[config.mk]
export PLATFORM = sky130hd
export DESIGN_NAME = cpu_run_sequencer_flat
export DESIGN_NICKNAME = d
export VERILOG_FILES = /design/src/rtl/cpu_run_sequencer_if.sv /design/src/rtl/cpu_run_sequencer.sv /design/src/flat_wrapper.sv
export SDC_FILE = /design/constraint.sdc
export NUM_CORES = 1
export LEC_CHECK = 0
export BUFFER_PORTS_ARGS = -buffer_cell sky130_fd_sc_hd__buf_2
export CAP_MARGIN = 0
export CORE_MARGIN = 3
export CORE_UTILIZATION = 55
export DETAILED_ROUTE_END_ITERATION = 6
export GPL_TIMING_DRIVEN = 0
export PLACE_DENSITY = 0.78
export SETUP_SLACK_MARGIN = 0.4
export SLEW_MARGIN = 20
export SYNTH_ARGS = -nofsm -noshare
export SYNTH_HDL_FRONTEND = slang
export SYNTH_SLANG_ARGS = --single-unit
[constraint.sdc]
create_clock -name Clk -period 6.35 [get_ports Clk]
set_input_delay 0.9525 -clock Clk [delete_from_list [all_inputs] [get_ports Clk]]
set_output_delay 0.9525 -clock Clk [all_outputs]
set_load 0.01 [all_outputs]
[src/rtl/cpu_run_sequencer_if.sv]
// Bus between the run controller and its surroundings.
// Control side: Go, ProgMask, Abort (batch launch/cancel) and CpuAck (CPU
// completion) flow into the sequencer; CpuReset/CpuStart/ProgSel drive the
// CPU, Busy/Done report batch status and Result* carry per-program results.
// The sequencer itself uses the slave modport; whoever drives it uses master.
interface cpu_run_sequencer_if #(
  parameter int NUM_PROGS = 4,
  parameter int CYC_W     = 16
);
  localparam int PSEL_W = (NUM_PROGS > 1) ? $clog2(NUM_PROGS) : 1;

  logic                 Go;
  logic [NUM_PROGS-1:0] ProgMask;
  logic                 Abort;
  logic                 CpuAck;
  logic                 CpuReset;
  logic                 CpuStart;
  logic [PSEL_W-1:0]    ProgSel;
  logic                 Busy;
  logic                 Done;
  logic                 ResultValid;
  logic [PSEL_W-1:0]    ResultProg;
  logic [CYC_W-1:0]     ResultCycles;
  logic                 ResultTimeout;

  modport master (
    output Go, ProgMask, Abort, CpuAck,
    input  CpuReset, CpuStart, ProgSel, Busy, Done,
           ResultValid, ResultProg, ResultCycles, ResultTimeout
  );

  modport slave (
    input  Go, ProgMask, Abort, CpuAck,
    output CpuReset, CpuStart, ProgSel, Busy, Done,
           ResultValid, ResultProg, ResultCycles, ResultTimeout
  );
endinterface

[src/rtl/cpu_run_sequencer.sv]
// Run controller for the CPU core. Launches each program selected in a
// latched mask with a reset+start / start-only sequence, waits for CpuAck in
// RUN (or a watchdog timeout), and reports cycles-to-completion per program.
// Ports: Clk, Reset (async, active-high) and the slave side of
// cpu_run_sequencer_if. Every output is registered.
module cpu_run_sequencer #(
  parameter int NUM_PROGS    = 4,
  parameter int CYC_W        = 16,
  parameter int INIT_CYCLES  = 2,
  parameter int START_CYCLES = 2,
  parameter int TIMEOUT      = 1000
) (
  input logic                Clk,
  input logic                Reset,
  cpu_run_sequencer_if.slave bus
);
  localparam int PSEL_W = (NUM_PROGS > 1) ? $clog2(NUM_PROGS) : 1;

  typedef enum logic [1:0] {S_IDLE, S_INIT, S_START, S_RUN} state_t;

  state_t               state_q, state_d;
  logic [NUM_PROGS-1:0] mask_q, mask_d;
  logic [CYC_W-1:0]     cnt_q, cnt_d;
  logic [PSEL_W-1:0]    prog_sel_q, prog_sel_d;
  logic                 cpu_reset_q, cpu_reset_d;
  logic                 cpu_start_q, cpu_start_d;
  logic                 busy_q, busy_d;
  logic                 done_q, done_d;
  logic                 res_valid_q, res_valid_d;
  logic [PSEL_W-1:0]    res_prog_q, res_prog_d;
  logic [CYC_W-1:0]     res_cycles_q, res_cycles_d;
  logic                 res_timeout_q, res_timeout_d;

  logic [PSEL_W:0]      first_hit;
  logic [PSEL_W:0]      next_hit;
  logic [CYC_W-1:0]     run_n;

  // Lowest set bit of m at index >= from; MSB of the result flags a hit.
  function automatic logic [PSEL_W:0] find_next(input logic [NUM_PROGS-1:0] m,
                                                 input int from);
    logic [PSEL_W:0] r;
    r = '0;
    for (int i = NUM_PROGS - 1; i >= 0; i--) begin
      if (m[i] && (i >= from)) r = {1'b1, PSEL_W'(i)};
    end
    return r;
  endfunction

  assign first_hit = find_next(bus.ProgMask, 0);
  assign next_hit  = find_next(mask_q, int'(prog_sel_q) + 1);
  // cnt_q holds completed RUN cycles, so the current cycle number is cnt_q+1.
  assign run_n     = cnt_q + CYC_W'(1);

  always_comb begin
    state_d       = state_q;
    mask_d        = mask_q;
    cnt_d         = cnt_q;
    prog_sel_d    = prog_sel_q;
    done_d        = 1'b0;
    res_valid_d   = 1'b0;
    res_prog_d    = res_prog_q;
    res_cycles_d  = res_cycles_q;
    res_timeout_d = res_timeout_q;

    case (state_q)
      S_IDLE: begin
        if (bus.Go) begin
          if (|bus.ProgMask) begin
            mask_d     = bus.ProgMask;
            prog_sel_d = first_hit[PSEL_W-1:0];
            cnt_d      = '0;
            state_d    = S_INIT;
          end else begin
            done_d = 1'b1;
          end
        end
      end
      S_INIT: begin
        if (bus.Abort) begin
          state_d = S_IDLE;
        end else if (cnt_q == CYC_W'(INIT_CYCLES - 1)) begin
          cnt_d   = '0;
          state_d = S_START;
        end else begin
          cnt_d = cnt_q + CYC_W'(1);
        end
      end
      S_START: begin
        if (bus.Abort) begin
          state_d = S_IDLE;
        end else if (cnt_q == CYC_W'(START_CYCLES - 1)) begin
          cnt_d   = '0;
          state_d = S_RUN;
        end else begin
          cnt_d = cnt_q + CYC_W'(1);
        end
      end
      S_RUN: begin
        // Abort wins over both Ack and the watchdog in the same cycle.
        if (bus.Abort) begin
          state_d = S_IDLE;
        end else if (bus.CpuAck || (run_n == CYC_W'(TIMEOUT))) begin
          res_valid_d   = 1'b1;
          res_prog_d    = prog_sel_q;
          res_cycles_d  = run_n;
          res_timeout_d = !bus.CpuAck;
          cnt_d         = '0;
          if (next_hit[PSEL_W]) begin
            prog_sel_d = next_hit[PSEL_W-1:0];
            state_d    = S_INIT;
          end else begin
            done_d  = 1'b1;
            state_d = S_IDLE;
          end
        end else begin
          cnt_d = run_n;
        end
      end
      default: state_d = S_IDLE;
    endcase

    // Pin levels follow the state being entered so they are registered.
    cpu_reset_d = (state_d == S_IDLE) || (state_d == S_INIT);
    cpu_start_d = (state_d == S_INIT) || (state_d == S_START);
    busy_d      = (state_d != S_IDLE);
  end

  always_ff @(posedge Clk or posedge Reset) begin
    if (Reset) begin
      state_q       <= S_IDLE;
      mask_q        <= '0;
      cnt_q         <= '0;
      prog_sel_q    <= '0;
      cpu_reset_q   <= 1'b1;
      cpu_start_q   <= 1'b0;
      busy_q        <= 1'b0;
      done_q        <= 1'b0;
      res_valid_q   <= 1'b0;
      res_prog_q    <= '0;
      res_cycles_q  <= '0;
      res_timeout_q <= 1'b0;
    end else begin
      state_q       <= state_d;
      mask_q        <= mask_d;
      cnt_q         <= cnt_d;
      prog_sel_q    <= prog_sel_d;
      cpu_reset_q   <= cpu_reset_d;
      cpu_start_q   <= cpu_start_d;
      busy_q        <= busy_d;
      done_q        <= done_d;
      res_valid_q   <= res_valid_d;
      res_prog_q    <= res_prog_d;
      res_cycles_q  <= res_cycles_d;
      res_timeout_q <= res_timeout_d;
    end
  end

  assign bus.CpuReset      = cpu_reset_q;
  assign bus.CpuStart      = cpu_start_q;
  assign bus.ProgSel       = prog_sel_q;
  assign bus.Busy          = busy_q;
  assign bus.Done          = done_q;
  assign bus.ResultValid   = res_valid_q;
  assign bus.ResultProg    = res_prog_q;
  assign bus.ResultCycles  = res_cycles_q;
  assign bus.ResultTimeout = res_timeout_q;
endmodule

[src/flat_wrapper.sv]
// flat-port wrapper written by rule: the top's interface ports become plain ports
module cpu_run_sequencer_flat 
#(
  parameter int NUM_PROGS    = 4,
  parameter int CYC_W        = 16,
  parameter int INIT_CYCLES  = 2,
  parameter int START_CYCLES = 2,
  parameter int TIMEOUT      = 1000
)
  (Clk, Reset, bus_Go, bus_ProgMask, bus_Abort, bus_CpuAck, bus_CpuReset, bus_CpuStart, bus_ProgSel, bus_Busy, bus_Done, bus_ResultValid, bus_ResultProg, bus_ResultCycles, bus_ResultTimeout);
  cpu_run_sequencer_if #(.NUM_PROGS(NUM_PROGS), .CYC_W(CYC_W)) bus_i ();
  input logic Clk;
  input logic Reset;
  input wire logic [$bits(bus_i.Go)-1:0] bus_Go;
  input wire logic [$bits(bus_i.ProgMask)-1:0] bus_ProgMask;
  input wire logic [$bits(bus_i.Abort)-1:0] bus_Abort;
  input wire logic [$bits(bus_i.CpuAck)-1:0] bus_CpuAck;
  output wire logic [$bits(bus_i.CpuReset)-1:0] bus_CpuReset;
  output wire logic [$bits(bus_i.CpuStart)-1:0] bus_CpuStart;
  output wire logic [$bits(bus_i.ProgSel)-1:0] bus_ProgSel;
  output wire logic [$bits(bus_i.Busy)-1:0] bus_Busy;
  output wire logic [$bits(bus_i.Done)-1:0] bus_Done;
  output wire logic [$bits(bus_i.ResultValid)-1:0] bus_ResultValid;
  output wire logic [$bits(bus_i.ResultProg)-1:0] bus_ResultProg;
  output wire logic [$bits(bus_i.ResultCycles)-1:0] bus_ResultCycles;
  output wire logic [$bits(bus_i.ResultTimeout)-1:0] bus_ResultTimeout;
  assign bus_i.Go = bus_Go;
  assign bus_i.ProgMask = bus_ProgMask;
  assign bus_i.Abort = bus_Abort;
  assign bus_i.CpuAck = bus_CpuAck;
  assign bus_CpuReset = bus_i.CpuReset;
  assign bus_CpuStart = bus_i.CpuStart;
  assign bus_ProgSel = bus_i.ProgSel;
  assign bus_Busy = bus_i.Busy;
  assign bus_Done = bus_i.Done;
  assign bus_ResultValid = bus_i.ResultValid;
  assign bus_ResultProg = bus_i.ResultProg;
  assign bus_ResultCycles = bus_i.ResultCycles;
  assign bus_ResultTimeout = bus_i.ResultTimeout;
  cpu_run_sequencer #(.NUM_PROGS(NUM_PROGS), .CYC_W(CYC_W), .INIT_CYCLES(INIT_CYCLES), .START_CYCLES(START_CYCLES), .TIMEOUT(TIMEOUT)) u_core (.Clk(Clk), .Reset(Reset), .bus(bus_i));
endmodule
==> run summary <==
DRC Markers = 0
Cts bufs inserted = 5
Crit-path max FO = 8
Pins Over Slew Limit = 0
Post-route antenna net violation count = 0
Synthesized area = 2783 µm²
I/O pin cnt = 35
Setup crit end kind = flop
Synth top area cells = dfrtp_1 (41%), a21oi_1 (5.2%), nor2_1 (4.7%)
Largest net degree at the start of global routing = 30
Core area = 4817 µm²
DRT iter0 DRCs = 102
Total negative slack = 0 ns
Setup CP Type = flop to flop
Worst path max stage delay = 0.50 ns
Post-detailed-routing wire length = 6497 µm
Post-DP Area = 3057 µm²
Hold_buf cts = 0
Power Total = 0.9583 mW
Register area share after synthesis = 42.31%
Clk Latency, worst-skew pair = 0.30 ns
Yosys top cell area share = 41.37%
Post-DR wirelength/cell = 15.69 µm
Async SR Flop Fraction = 100.0%
Synthesized area per cell = 9.154 µm²
Minimum clock period = 3.098 ns
RePlAce Congestion = 0.8920
R2R setup slack = 3.25 ns
Setup WS post-layout = 3.252 ns
Fin nets = 363
Cell accounting for the most synthesized area = dfrtp_1
Worst-margin pin slew = 0.6960 ns
IO buf count = 34
Clk buf depth = 2
Cell mode on critical path = ha_1
Leak pwr = 1.500 nW
HPWL after detailed placement = 4656 µm
Period Utilization, post-route = 48.78%
Die height = 77.13 µm
Via Count = 2448
Post-Synthesis Cells = 304
Max-slew headroom = 53.32%
Post-synth EDFFs = 0
P&R area growth vs syn = 14.25%
Cell row count = 25
Fmax = 322.8 MHz
Crit-path cells = ha_1 -> nand3_1 -> nor3_2 -> mux2i_1 -> and4bb_1 -> a211oi_1 -> and2_1 -> o32ai_1 -> ha_1
WP data required = 6.54 ns
Layout fillers = 412
Hold Path Class = flop to flop
Design area = 3179 µm²
Clock transition at the registers of the reported paths = 0.08 ns
Pwr/cell area = 301.4 nW/µm²
RSZ-0062 raised after global routing = false
Die Width = 77.13 µm
Overflow after GRT = 0
Main flop type after synthesis = dfrtp_1
Placed cells = 406
Post-route insts no fill = 414
Place WS = 3.258 ns
Die area = 5949 µm²
Via/cell ratio = 5.913
CTS tree = built
# setup viols final = 0
Status = finished, final reports clean
Hold Violations, Final = 0
Arr. time, crit path = 3.28 ns
Resized cells post-CTS = 0
Max-Cap Viols = 0
Post-synthesis cell type count = 53
Initial antenna violation count = 0
Setup Skew = 0.003513 ns
CP max-delay cell = dfrtp_1
Syn Nets = 321
Root Driver = clkbuf_8
Antenna Cells = 0
First-pass GRT wire length = 11350 µm
Initial core utilization = 57.77%
H-tree depth = 2
DRT Pass-1 Iters = 4
Layout cells sized above 1 = 22.19%
Startpoint type of the worst setup path = flop
Number of global-route vias before repair = 2398
Yosys warning count = 0
Post-CTS Setup Bufs = 0
CTS Sinks = 47
Synth Register Bits = 47
Total Routing Usage GR = 23.65%
VDD IR max = 176.5 µV
==> synth_stat cells (2+ instances only) <==
master,count
dfrtp_1,46
nor2_1,35
a21oi_1,29
nand2_1,21
inv_1,15
a31oi_1,12
nand3_1,12
buf_2,11
o21ai_0,10
ha_1,8
mux2_2,8
nor4_1,8
xor2_1,8
xnor2_1,7
clkbuf_1,6
nor3_1,6
nand4_1,5
a22o_1,4
o22ai_1,4
and2_1,3
buf_6,3
nand2b_1,3
nor3b_1,3
a32o_1,2
nor2b_1,2
o211ai_1,2
o21a_1,2
o31ai_1,2
o41ai_1,2
or3_1,2
==> report_power, final <==
| part | internal [mW] | switching, mW |
|---|---|---|
| Sequential | 0.355 | 0.0444 |
| Clock | 0.127 | 0.0991 |
| Combinational | 0.129 | 0.203 |
==> per-layer routing <==
layer	global-route usage, %	wire, µm	vias up
met5	0	0	-
met4	9.075	120	0
li1	-	-	1180
met2	39.03	3130	69
met1	30.67	2882	1187
met3	4.577	364	12
==> area by class of cell <==
cell class	instances	area [µm²]	share of cell area [%]
Multi-Input combinational cell	221	1435	45.14
Sequential cell	47	1177	37.03
Timing Repair Buffer	35	190.2	5.982
Buffer	21	118.9	3.739
Tap cell	67	83.83	2.637
Clock buffer	6	82.58	2.597
Inverter	15	56.30	1.771
Clock inverter	2	35.03	1.102
==> critical path: cells and delay by family, from the launching register on <==
kind                       cells  cell delay, ns
and+or+nand+nor                4            1.21
adders and majority gates      2            0.65
DFF                            1            0.50
AOI/OAI and AO/OA              2            0.50
muxes                          1            0.13
==> through the flow <==
| stage | hold WS (ns) | utilization (%) |
|---|---|---|
| 2_1_floorplan | 0.4937 | - |
| 3_5_place_dp | 0.4905 | 63.45 |
| 6_report | 0.5062 | 66.00 |
| 4_1_cts | 0.5099 | 65.90 |
| 3_3_place_gp | 0.4871 | 63.04 |
| 5_1_grt | 0.5148 | 66.00 |
==> cell families after synthesis <==
| family | Yosys count | synth area share, % |
|---|---|---|
| AO/OA/AOI/OAI | 78 | 17.72 |
| XOR/XNOR | 15 | 4.721 |
| AND/OR/NAND/NOR | 110 | 21.22 |
| adder cells (fa/ha/maj) | 8 | 3.597 |
| multiplexers | 10 | 4.137 |
| flip-flops | 47 | 42.31 |
| buffers and inverters | 36 | 6.295 |
==> worst paths after layout <==
| check | startpoint | to | depth (start not counted) |
|---|---|---|---|
| worst max-delay path | u_core.cnt_q[1] | u_core.bus.CpuStart | 9 |
| worst min-delay path | u_core.bus.ResultCycles[15] | u_core.bus.ResultCycles[15] | 1 |
| worst max register to register | u_core.cnt_q[1] | u_core.bus.CpuStart | 9 |
| worst min register to register | u_core.bus.ResultCycles[15] | u_core.bus.ResultCycles[15] | 1 |
| max in group asynchronous | Reset | u_core.cnt_q[0] | 3 |
| min in group asynchronous | Reset | u_core.bus.Done | 2 |
==> sequential cells by signal (all words and copies together) (netlist names) <==
signal and cells:
u_core.state_q 2, u_core.bus.CpuReset 1, u_core.bus.ResultProg 2, u_core.mask_q 3, u_core.cnt_q 16, u_core.bus.Done 1, u_core.bus.ResultCycles 16, u_core.bus.ProgSel 2
u_core.bus.CpuStart 1, u_core.bus.ResultValid 1, u_core.bus.Busy 1, u_core.bus.ResultTimeout 1
==> layout by cell type (no fill, tap or decap), types with 2 or more instances in the layout <==
cell      synthesis  layout
dfrtp_1          46      46
buf_2            11      45
nor2_1           35      35
a21oi_1          29      29
nand2_1          21      21
inv_1            15      14
nand3_1          12      12
a31oi_1          12      12
o21ai_0          10      10
mux2_2            8       8
xor2_1            8       8
nor4_1            8       8
ha_1              8       8
xnor2_1           7       7
clkbuf_1          6       6
nor3_1            6       6
clkbuf_8          0       6
nand4_1           5       5
a22o_1            4       4
o22ai_1           4       4
nand2b_1          3       3
nor3b_1           3       3
buf_6             3       3
and2_1            3       3
o41ai_1           2       2
nor2b_1           2       2
or3_1             2       2
o211ai_1          2       2
a32o_1            2       2
o21a_1            2       2
No activity file was read; power rests on OpenSTA's default activity.
